## src/rtl/multi_cycle_ctr_if.sv

```systemverilog
// Control bundle between the multi-cycle FSM and the shared MIPS datapath.
// Latency: pure wiring, no storage.
// Backpressure: MemReady from the memory side stalls the FSM in its memory states.
//
// Signals:
//   OpCode/Funct  IR fields observed by the controller
//   MemReady      memory completes the current read/write this cycle
//   PCWrite..IllegalOp, State  datapath controls and status from the controller
// Modports:
//   master  the controller (consumes IR fields / MemReady, drives controls)
//   slave   the datapath side (drives IR fields / MemReady, consumes controls)
interface multi_cycle_ctr_if;
    logic [5:0] OpCode;
    logic [5:0] Funct;
    logic       MemReady;

    logic       PCWrite;
    logic       PCWriteCond;
    logic       IorD;
    logic       MemRead;
    logic       MemWrite;
    logic       IRWrite;
    logic       MemToReg;
    logic       RegDst;
    logic       RegWrite;
    logic       ALUSrcA;
    logic [1:0] ALUSrcB;
    logic [3:0] ALUControl;
    logic [1:0] PCSource;
    logic       InstrDone;
    logic       IllegalOp;
    logic [3:0] State;

    modport master (
        input  OpCode, Funct, MemReady,
        output PCWrite, PCWriteCond, IorD, MemRead, MemWrite, IRWrite,
               MemToReg, RegDst, RegWrite, ALUSrcA, ALUSrcB, ALUControl,
               PCSource, InstrDone, IllegalOp, State
    );

    modport slave (
        output OpCode, Funct, MemReady,
        input  PCWrite, PCWriteCond, IorD, MemRead, MemWrite, IRWrite,
               MemToReg, RegDst, RegWrite, ALUSrcA, ALUSrcB, ALUControl,
               PCSource, InstrDone, IllegalOp, State
    );
endinterface

```

## src/rtl/multi_cycle_ctr.sv

```systemverilog
// Moore control FSM sequencing the shared multi-cycle MIPS datapath.
// Latency: FETCH->FETCH lw 5, sw/R/addi 4, beq/j/illegal 3 cycles (+1 per MemReady=0 cycle).
// Backpressure: holds in FETCH/MEMRD/MEMWR while MemReady=0 with strobes and IorD stable.
//
// Ports:
//   clk     rising-edge clock
//   rst_n   asynchronous active-low reset, forces IDLE (all outputs 0)
//   io_ctl  multi_cycle_ctr_if.master: OpCode/Funct/MemReady in, datapath controls out
// Build option: define MULTI_CYCLE_ADDI_EN to decode addi (001000) via ADDIEX/ADDIWB;
// otherwise addi traps like any other unsupported opcode.
module multi_cycle_ctr (
    input  logic                   clk,
    input  logic                   rst_n,
    multi_cycle_ctr_if.master      io_ctl
);

    typedef enum logic [3:0] {
        S_IDLE   = 4'd0,
        S_FETCH  = 4'd1,
        S_DECODE = 4'd2,
        S_MEMADR = 4'd3,
        S_MEMRD  = 4'd4,
        S_MEMWB  = 4'd5,
        S_MEMWR  = 4'd6,
        S_EXEC   = 4'd7,
        S_RWB    = 4'd8,
        S_BRANCH = 4'd9,
        S_JUMP   = 4'd10,
`ifdef MULTI_CYCLE_ADDI_EN
        S_ADDIEX = 4'd11,
        S_ADDIWB = 4'd12,
`endif
        S_TRAP   = 4'd15
    } state_t;

    localparam logic [5:0] OP_RTYPE = 6'b000000;
    localparam logic [5:0] OP_LW    = 6'b100011;
    localparam logic [5:0] OP_SW    = 6'b101011;
    localparam logic [5:0] OP_BEQ   = 6'b000100;
    localparam logic [5:0] OP_J     = 6'b000010;
`ifdef MULTI_CYCLE_ADDI_EN
    localparam logic [5:0] OP_ADDI  = 6'b001000;
`endif

    localparam logic [5:0] FN_ADD   = 6'b100000;
    localparam logic [5:0] FN_SUB   = 6'b100010;
    localparam logic [5:0] FN_AND   = 6'b100100;
    localparam logic [5:0] FN_OR    = 6'b100101;
    localparam logic [5:0] FN_SLT   = 6'b101010;

    localparam logic [3:0] ALU_ADD  = 4'b0010;
    localparam logic [3:0] ALU_SUB  = 4'b0110;
    localparam logic [3:0] ALU_AND  = 4'b0000;
    localparam logic [3:0] ALU_OR   = 4'b0001;
    localparam logic [3:0] ALU_SLT  = 4'b0111;

    localparam logic [1:0] SRCB_B     = 2'b00;
    localparam logic [1:0] SRCB_FOUR  = 2'b01;
    localparam logic [1:0] SRCB_IMM   = 2'b10;
    localparam logic [1:0] SRCB_IMMSH = 2'b11;

    localparam logic [1:0] PCSRC_ALUOUT = 2'b01;
    localparam logic [1:0] PCSRC_JUMP   = 2'b10;

    state_t     r_state;
    state_t     w_next_state;

    logic       w_pc_write;
    logic       w_pc_write_cond;
    logic       w_iord;
    logic       w_mem_read;
    logic       w_mem_write;
    logic       w_ir_write;
    logic       w_mem_to_reg;
    logic       w_reg_dst;
    logic       w_reg_write;
    logic       w_alu_src_a;
    logic [1:0] w_alu_src_b;
    logic [3:0] w_alu_control;
    logic [1:0] w_pc_source;
    logic       w_instr_done;
    logic       w_illegal_op;

    // State register; reset lands in IDLE immediately, aborting any pending memory access.
    always_ff @(posedge clk or negedge rst_n) begin
        if (!rst_n) begin
            r_state <= S_IDLE;
        end else begin
            r_state <= w_next_state;
        end
    end

    // Next state and Moore outputs. Only FETCH/MEMWR look at MemReady and only EXEC
    // looks at Funct for its outputs; everything else is a function of r_state.
    always_comb begin
        w_next_state    = S_FETCH;
        w_pc_write      = 1'b0;
        w_pc_write_cond = 1'b0;
        w_iord          = 1'b0;
        w_mem_read      = 1'b0;
        w_mem_write     = 1'b0;
        w_ir_write      = 1'b0;
        w_mem_to_reg    = 1'b0;
        w_reg_dst       = 1'b0;
        w_reg_write     = 1'b0;
        w_alu_src_a     = 1'b0;
        w_alu_src_b     = SRCB_B;
        w_alu_control   = ALU_ADD;
        w_pc_source     = 2'b00;
        w_instr_done    = 1'b0;
        w_illegal_op    = 1'b0;

        case (r_state)
            S_IDLE: begin
                // Reset/idle presents an all-zero control word, ALUControl included.
                w_alu_control = 4'b0000;
                w_next_state  = S_FETCH;
            end

            S_FETCH: begin
                // ALU computes PC+4 every fetch cycle; the PC/IR only load on completion.
                w_mem_read  = 1'b1;
                w_alu_src_b = SRCB_FOUR;
                if (io_ctl.MemReady) begin
                    w_ir_write   = 1'b1;
                    w_pc_write   = 1'b1;
                    w_next_state = S_DECODE;
                end else begin
                    w_next_state = S_FETCH;
                end
            end

            S_DECODE: begin
                // Speculatively form the branch target into ALUOut for a possible beq.
                w_alu_src_b = SRCB_IMMSH;
                case (io_ctl.OpCode)
                    OP_LW,
                    OP_SW:    w_next_state = S_MEMADR;
                    OP_RTYPE: w_next_state = S_EXEC;
                    OP_BEQ:   w_next_state = S_BRANCH;
                    OP_J:     w_next_state = S_JUMP;
`ifdef MULTI_CYCLE_ADDI_EN
                    OP_ADDI:  w_next_state = S_ADDIEX;
`endif
                    default:  w_next_state = S_TRAP;
                endcase
            end

            S_MEMADR: begin
                w_alu_src_a  = 1'b1;
                w_alu_src_b  = SRCB_IMM;
                // Only lw/sw reach here, so anything that is not sw is a load.
                w_next_state = (io_ctl.OpCode == OP_SW) ? S_MEMWR : S_MEMRD;
            end

            S_MEMRD: begin
                w_mem_read   = 1'b1;
                w_iord       = 1'b1;
                w_next_state = io_ctl.MemReady ? S_MEMWB : S_MEMRD;
            end

            S_MEMWB: begin
                w_mem_to_reg = 1'b1;
                w_reg_write  = 1'b1;
                w_instr_done = 1'b1;
                w_next_state = S_FETCH;
            end

            S_MEMWR: begin
                // Store retires in the cycle the memory accepts it.
                w_mem_write = 1'b1;
                w_iord      = 1'b1;
                if (io_ctl.MemReady) begin
                    w_instr_done = 1'b1;
                    w_next_state = S_FETCH;
                end else begin
                    w_next_state = S_MEMWR;
                end
            end

            S_EXEC: begin
                w_alu_src_a = 1'b1;
                w_alu_src_b = SRCB_B;
                w_next_state = S_RWB;
                case (io_ctl.Funct)
                    FN_ADD:  w_alu_control = ALU_ADD;
                    FN_SUB:  w_alu_control = ALU_SUB;
                    FN_AND:  w_alu_control = ALU_AND;
                    FN_OR:   w_alu_control = ALU_OR;
                    FN_SLT:  w_alu_control = ALU_SLT;
                    default: w_next_state  = S_TRAP;
                endcase
            end

            S_RWB: begin
                w_reg_dst    = 1'b1;
                w_reg_write  = 1'b1;
                w_instr_done = 1'b1;
                w_next_state = S_FETCH;
            end

            S_BRANCH: begin
                // Compare A-B; the datapath gates the PC load with Zero, so the FSM
                // path is the same for taken and not-taken branches.
                w_alu_src_a     = 1'b1;
                w_alu_control   = ALU_SUB;
                w_pc_write_cond = 1'b1;
                w_pc_source     = PCSRC_ALUOUT;
                w_instr_done    = 1'b1;
                w_next_state    = S_FETCH;
            end

            S_JUMP: begin
                w_pc_write   = 1'b1;
                w_pc_source  = PCSRC_JUMP;
                w_instr_done = 1'b1;
                w_next_state = S_FETCH;
            end

`ifdef MULTI_CYCLE_ADDI_EN
            S_ADDIEX: begin
                w_alu_src_a  = 1'b1;
                w_alu_src_b  = SRCB_IMM;
                w_next_state = S_ADDIWB;
            end

            S_ADDIWB: begin
                // rt destination, ALUOut source: RegDst and MemToReg stay 0.
                w_reg_write  = 1'b1;
                w_instr_done = 1'b1;
                w_next_state = S_FETCH;
            end
`endif

            default: begin
                // TRAP and every unused encoding: flag, write nothing, move on.
                // PC already advanced in FETCH, so the instruction is skipped.
                w_illegal_op = 1'b1;
                w_next_state = S_FETCH;
            end
        endcase
    end

    assign io_ctl.PCWrite     = w_pc_write;
    assign io_ctl.PCWriteCond = w_pc_write_cond;
    assign io_ctl.IorD        = w_iord;
    assign io_ctl.MemRead     = w_mem_read;
    assign io_ctl.MemWrite    = w_mem_write;
    assign io_ctl.IRWrite     = w_ir_write;
    assign io_ctl.MemToReg    = w_mem_to_reg;
    assign io_ctl.RegDst      = w_reg_dst;
    assign io_ctl.RegWrite    = w_reg_write;
    assign io_ctl.ALUSrcA     = w_alu_src_a;
    assign io_ctl.ALUSrcB     = w_alu_src_b;
    assign io_ctl.ALUControl  = w_alu_control;
    assign io_ctl.PCSource    = w_pc_source;
    assign io_ctl.InstrDone   = w_instr_done;
    assign io_ctl.IllegalOp   = w_illegal_op;
    assign io_ctl.State       = r_state;

endmodule
```

## src/flat_wrapper.sv

```systemverilog
// flat-port wrapper written by rule: the top's interface ports become plain ports
module multi_cycle_ctr_flat 
  (clk, rst_n, io_ctl_OpCode, io_ctl_Funct, io_ctl_MemReady, io_ctl_PCWrite, io_ctl_PCWriteCond, io_ctl_IorD, io_ctl_MemRead, io_ctl_MemWrite, io_ctl_IRWrite, io_ctl_MemToReg, io_ctl_RegDst, io_ctl_RegWrite, io_ctl_ALUSrcA, io_ctl_ALUSrcB, io_ctl_ALUControl, io_ctl_PCSource, io_ctl_InstrDone, io_ctl_IllegalOp, io_ctl_State);
  multi_cycle_ctr_if io_ctl_i ();
  input  logic clk;
  input  logic rst_n;
  input wire logic [$bits(io_ctl_i.OpCode)-1:0] io_ctl_OpCode;
  input wire logic [$bits(io_ctl_i.Funct)-1:0] io_ctl_Funct;
  input wire logic [$bits(io_ctl_i.MemReady)-1:0] io_ctl_MemReady;
  output wire logic [$bits(io_ctl_i.PCWrite)-1:0] io_ctl_PCWrite;
  output wire logic [$bits(io_ctl_i.PCWriteCond)-1:0] io_ctl_PCWriteCond;
  output wire logic [$bits(io_ctl_i.IorD)-1:0] io_ctl_IorD;
  output wire logic [$bits(io_ctl_i.MemRead)-1:0] io_ctl_MemRead;
  output wire logic [$bits(io_ctl_i.MemWrite)-1:0] io_ctl_MemWrite;
  output wire logic [$bits(io_ctl_i.IRWrite)-1:0] io_ctl_IRWrite;
  output wire logic [$bits(io_ctl_i.MemToReg)-1:0] io_ctl_MemToReg;
  output wire logic [$bits(io_ctl_i.RegDst)-1:0] io_ctl_RegDst;
  output wire logic [$bits(io_ctl_i.RegWrite)-1:0] io_ctl_RegWrite;
  output wire logic [$bits(io_ctl_i.ALUSrcA)-1:0] io_ctl_ALUSrcA;
  output wire logic [$bits(io_ctl_i.ALUSrcB)-1:0] io_ctl_ALUSrcB;
  output wire logic [$bits(io_ctl_i.ALUControl)-1:0] io_ctl_ALUControl;
  output wire logic [$bits(io_ctl_i.PCSource)-1:0] io_ctl_PCSource;
  output wire logic [$bits(io_ctl_i.InstrDone)-1:0] io_ctl_InstrDone;
  output wire logic [$bits(io_ctl_i.IllegalOp)-1:0] io_ctl_IllegalOp;
  output wire logic [$bits(io_ctl_i.State)-1:0] io_ctl_State;
  assign io_ctl_i.OpCode = io_ctl_OpCode;
  assign io_ctl_i.Funct = io_ctl_Funct;
  assign io_ctl_i.MemReady = io_ctl_MemReady;
  assign io_ctl_PCWrite = io_ctl_i.PCWrite;
  assign io_ctl_PCWriteCond = io_ctl_i.PCWriteCond;
  assign io_ctl_IorD = io_ctl_i.IorD;
  assign io_ctl_MemRead = io_ctl_i.MemRead;
  assign io_ctl_MemWrite = io_ctl_i.MemWrite;
  assign io_ctl_IRWrite = io_ctl_i.IRWrite;
  assign io_ctl_MemToReg = io_ctl_i.MemToReg;
  assign io_ctl_RegDst = io_ctl_i.RegDst;
  assign io_ctl_RegWrite = io_ctl_i.RegWrite;
  assign io_ctl_ALUSrcA = io_ctl_i.ALUSrcA;
  assign io_ctl_ALUSrcB = io_ctl_i.ALUSrcB;
  assign io_ctl_ALUControl = io_ctl_i.ALUControl;
  assign io_ctl_PCSource = io_ctl_i.PCSource;
  assign io_ctl_InstrDone = io_ctl_i.InstrDone;
  assign io_ctl_IllegalOp = io_ctl_i.IllegalOp;
  assign io_ctl_State = io_ctl_i.State;
  multi_cycle_ctr u_core (.clk(clk), .rst_n(rst_n), .io_ctl(io_ctl_i));
endmodule
```

## config.mk

```make
export PLATFORM = sky130hd
export DESIGN_NAME = multi_cycle_ctr_flat
export DESIGN_NICKNAME = d
export VERILOG_FILES = /design/src/rtl/multi_cycle_ctr_if.sv /design/src/rtl/multi_cycle_ctr.sv /design/src/flat_wrapper.sv
export SDC_FILE = /design/constraint.sdc
export NUM_CORES = 1
export LEC_CHECK = 0
export ABC_AREA = 1
export CAP_MARGIN = 20
export CORE_MARGIN = 1.5
export CORE_UTILIZATION = 31
export DETAILED_ROUTE_END_ITERATION = 7
export PLACE_DENSITY = 0.75
export SYNTH_ARGS = -nofsm -noshare
export SYNTH_HDL_FRONTEND = slang
export SYNTH_SLANG_ARGS = --single-unit
```

## constraint.sdc

```tcl
create_clock -name clk -period 1.2 [get_ports clk]
set_input_delay 0.24 -clock clk [delete_from_list [all_inputs] [get_ports clk]]
set_output_delay 0.24 -clock clk [all_outputs]
set_load 0.005 [all_outputs]
```

==> flow_summary.json, run 1 <==
{
  "synth_cell_types": 20,
  "dp_hpwl_mm": 1.65,
  "h-tree-depth": 1,
  "ctsHoldBuffers": 0,
  "placedCellCount": 187,
  "pin_count": 39,
  "syn_area_per_cell_sq_um": 5.45,
  "synth_area_sq_um": 567,
  "port_buffers": 37,
  "yosysSeqAreaShare_pct": 17.7,
  "rows": 15,
  "cts_buffers": 3,
  "yosys_warnings": 0,
  "synth_fp_nets": 119,
  "clockBufferDepth": 2,
  "worstEndpointType": "primary output",
  "routabilityCongestion": 0.845,
  "die_x_um": 45.8,
  "grt_worst_setup_endpoint": "io_ctl_ALUControl[0]",
  "lastStage": "5_1_grt",
  "die_y_um": 45.8,
  "firstError": "[ERROR DPL-0038] Utilization greater than 100%, impossible to legalize",
  "start_util_pct": 32.8,
  "ys_ff_latch": 4,
  "cts.sinks": 4,
  "netlist_instances": 104,
  "status": "did not finish",
  "cts_root_buf": "clkbuf_4",
  "grt_max_degree": 7
}
[synthesized netlist by cell type]
cell | instances | share of area, %
a21oi_1 | 3 | 2.6
buf_4 | 2 | 2.6
conb_1 | 1 | 0.66
dfrtp_1 | 4 | 18
inv_1 | 14 | 9.3
inv_2 | 3 | 2.0
nand2_1 | 21 | 14
nand2_2 | 1 | 1.1
nand2_4 | 1 | 2.0
nand3_1 | 9 | 7.9
nand3_2 | 2 | 3.5
nand4_1 | 3 | 3.3
nor2_1 | 25 | 17
nor2_2 | 5 | 5.5
nor2_4 | 1 | 2.0
nor3_1 | 1 | 0.88
o211ai_1 | 1 | 1.3
o21ai_0 | 5 | 4.4
o21ai_2 | 1 | 1.5
or2_2 | 1 | 1.1
[cell families after synthesis]
kind of cell	synth area share, %
buffers and inverters	13.9
other	0.662
flip-flops	17.7
AO/OA/AOI/OAI	9.93
AND/OR/NAND/NOR	57.8
[metrics by stage]
stage | worst slack [ns] | utilization, % | instance area [sq um] | hold slack [ns] | TNS, ns
detailed placement | -0.793 | 65.9 | 1140 | 0.451 | -10.51
global placement | -0.743 | 65.9 | 1140 | 0.445 | -10.01
floorplan | -0.0285 | - | 579 | -0.0556 | -0.0698
CTS | -0.504 | 92.0 | 1590 | 0.210 | -7.69
[repair_timing]
| action | in CTS |
|---|---|
| setup endpoints to repair | 27 |
| pin swaps | 24 |
| buffers inserted | 33 |
| gates resized for setup | 164 |
==> run 2: changes to the inputs <==
--- a/config.mk
+++ b/config.mk
@@ -7,10 +7,10 @@
 export LEC_CHECK = 0
 export ABC_AREA = 1
 export CAP_MARGIN = 20
-export CORE_MARGIN = 1.5
-export CORE_UTILIZATION = 31
+export CORE_AREA = 2 2 63 65
 export DETAILED_ROUTE_END_ITERATION = 7
-export PLACE_DENSITY = 0.75
+export DIE_AREA = 0 0 65 67
+export PLACE_DENSITY_LB_ADDON = 0.15
 export SYNTH_ARGS = -nofsm -noshare
 export SYNTH_HDL_FRONTEND = slang
 export SYNTH_SLANG_ARGS = --single-unit
==> constraint.sdc (replaced) <==
create_clock -name clk -period 1.6 [get_ports clk]
set_input_delay 0.32 -clock clk [delete_from_list [all_inputs] [get_ports clk]]
set_output_delay 0.32 -clock clk [all_outputs]
set_load 0.005 [all_outputs]
==> flow_summary.json, run 2 <==
{
  "drt_iter0_markers": 22,
  "worstReg2RegEnd": "u_core.io_ctl.State[2]",
  "worst-setup-path-type": "flip-flop to output pin",
  "wl_per_cell_um": 11.0,
  "rows": 22,
  "routed_wl_mm": 2.68,
  "synth_area_sq_um": 567,
  "stdcell_area_sq_um": 1560,
  "die_x_um": 65,
  "fin_crit_ns": 1.76,
  "violations": "setup timing",
  "stdcell_count": 243,
  "powerDensity_nw_per_um2": 1660,
  "grt_usage_pct": 12.1,
  "ant_nets": 0,
  "syn2layout_area_growth_pct": 175,
  "pin_count": 39,
  "via_count": 981,
  "drive_gt1_share_pct": 62.1,
  "peakVddDrop_mv": 0.411,
  "cp_cell_sequence": "inv_4 > buf_12 > nand2_4 > buf_6 > o21ai_4 > buf_6 > clkdlybuf4s15_2",
  "largest_reg_flops": 4,
  "r2r_cells": 8,
  "cts_root_buf": "clkbuf_8",
  "period_share_pct": 110,
  "path_max_fanout": 5,
  "critical_path_arrival_ns": 1.44,
  "placedCellCount": 214,
  "start_kind": "flip-flop",
  "dp_hpwl_mm": 1.80,
  "rsz0062_at_grt": "true",
  "dp_worst_setup_slack_ns": -0.573,
  "cts.sinks": 4,
  "clk_latency_ns": 0.21,
  "cts_buffers": 3,
  "ctsHoldBuffers": 0,
  "clockBufferDepth": 2,
  "setup_viol": 11,
  "grt_pass1_wl_mm": 4.10,
  "die_area_sq_um": 4360,
  "yosys.area.top_type": "dfrtp_1",
  "fin_total_pwr_mw": 2.60,
  "synth_fp_nets": 119,
  "yosys_warnings": 0,
  "grt_max_degree": 6,
  "layout_common_cells": "buf_4 (42), nor2_1 (17), nand2_1 (16)",
  "overflow": 0,
  "holdWs_ns": 0.308,
  "grt_pass1_vias": 907,
  "finalWorstSetupSlack_ns": -0.163,
  "r2r_slack_ns": 0.11,
  "hold_viol": 0,
  "slowest_stage": "dfrtp_2",
  "max_stage_delay_ns": 0.44,
  "async_reset_ff_share_pct": 100,
  "synth_cell_types": 20,
  "clk_pin_slew_worst_paths_ns": 0.03,
  "maxCapViolCount": 0,
  "synthFlopType": "dfrtp_1",
  "yosys-top-cells-count": "nor2_1 (25), nand2_1 (21), inv_1 (14)",
  "h-tree-depth": 1,
  "vias_per_cell": 4.04,
  "final_common_cell": "buf_4",
  "routabilityCongestion": 0.865,
  "r2r-start": "u_core.io_ctl.State[3]",
  "cp-end-kind": "output pin",
  "placed_area_sq_um": 1180,
  "min_path_type": "input pin to asynchronous set/reset pin",
  "diodes": 0,
  "drcViolationCount": 0,
  "start_util_pct": 15.7,
  "die_y_um": 67,
  "synth_area_leaders": "dfrtp_1 (18%), nor2_1 (17%), nand2_1 (14%), inv_1 (9.3%), nand3_1 (7.9%)",
  "fmax_ghz": 0.567,
  "netlist_instances": 104,
  "ys_ff_latch": 4,
  "cpMostUsedCell": "buf_6",
  "syn_area_per_cell_sq_um": 5.45,
  "dr.pass1.iters": 2,
  "core_sq_um": 3610,
  "status": "complete, but fails checks",
  "yosys.area.top_type_share_pct": 17.7,
  "fin_skew_ns": 0.00225,
  "final_nets": 212,
  "antenna_found_initial": 0,
  "cts_tree": "done",
  "synth_edf_count": 0,
  "port_buffers": 37,
  "final_max_slew_viol_count": 0,
  "critical_path_required_ns": 1.28,
  "yosysSeqAreaShare_pct": 17.7,
  "yosysMostFrequentCell": "nor2_1",
  "p_leak_nw": 0.818
}
## run 2: worst max-delay path by stage
stage                           start                   end  depth (start not counted)
6_report       u_core.io_ctl.State[0]       io_ctl_RegWrite                          7
5_1_grt        u_core.io_ctl.State[0]      io_ctl_InstrDone                          8
4_1_cts        u_core.io_ctl.State[2]    io_ctl_PCSource[1]                          5
3_5_place_dp          io_ctl_Funct[5]  io_ctl_ALUControl[0]                          8
3_3_place_gp          io_ctl_Funct[5]  io_ctl_ALUControl[0]                          8
2_1_floorplan  u_core.io_ctl.State[1]  io_ctl_ALUControl[1]                          6
## run 2: layout make-up
cell class	instances	area, sq um
clock buffer	3	41.3
multi-input combinational	81	524
timing repair buffer	90	762
tap	48	60.1
inverter	17	68.8
fill	382	2040
sequential	4	105
## run 2: stage by stage
stage / utilization [%] / setup TNS, ns
after detailed placement: 32.9 / -4.06
after CTS: 39.2 / -1.77
final: 43.3 / -0.891
after floorplan: - / 0
after global routing: 43.3 / -1.66
after global placement: 32.9 / -4.07
## run 2: routing by layer
metal  wire, um  GRT usage (%)  vias to the layer above
met2       1430           23.8                       30
met4         14           2.39                        0
met3        155           1.86                        2
met5          0              0                        -
met1       1080           13.5                      444
li1           -              -                      505
## run 2: critical path: cells and delay by family (launching register included)
family | cells | cell delay, ns
simple gates | 1 | 0.06
compound gates | 1 | 0.14
buf+inv | 5 | 0.59
flops | 1 | 0.44
## run 2: kinds of logic (layout without fill, tap and decap cells)
family / count (synthesis) / after routing / synth area share [%]
compound gates: 10 / 10 / 9.93
other cells: 1 / 1 / 0.662
flops: 4 / 4 / 17.7
simple gates: 70 / 70 / 57.8
buf+inv: 19 / 110 / 13.9
## run 2: what timing repair did
action                                 in CTS  in global routing
setup endpoints to repair                  20                 19
buffers inserted                           17                 10
pin swaps                                  16                 11
gates resized for setup                    92                 48
endpoints found under the hold margin       0                  0
## run 2: where the power goes
part	leakage, nW	switching [mW]	internal, mW
logic	0.751	0.929	1.23
clock network	0.0216	0.0461	0.160
registers	0.0454	0.0749	0.155
No activity file was read; power rests on OpenSTA's default activity.
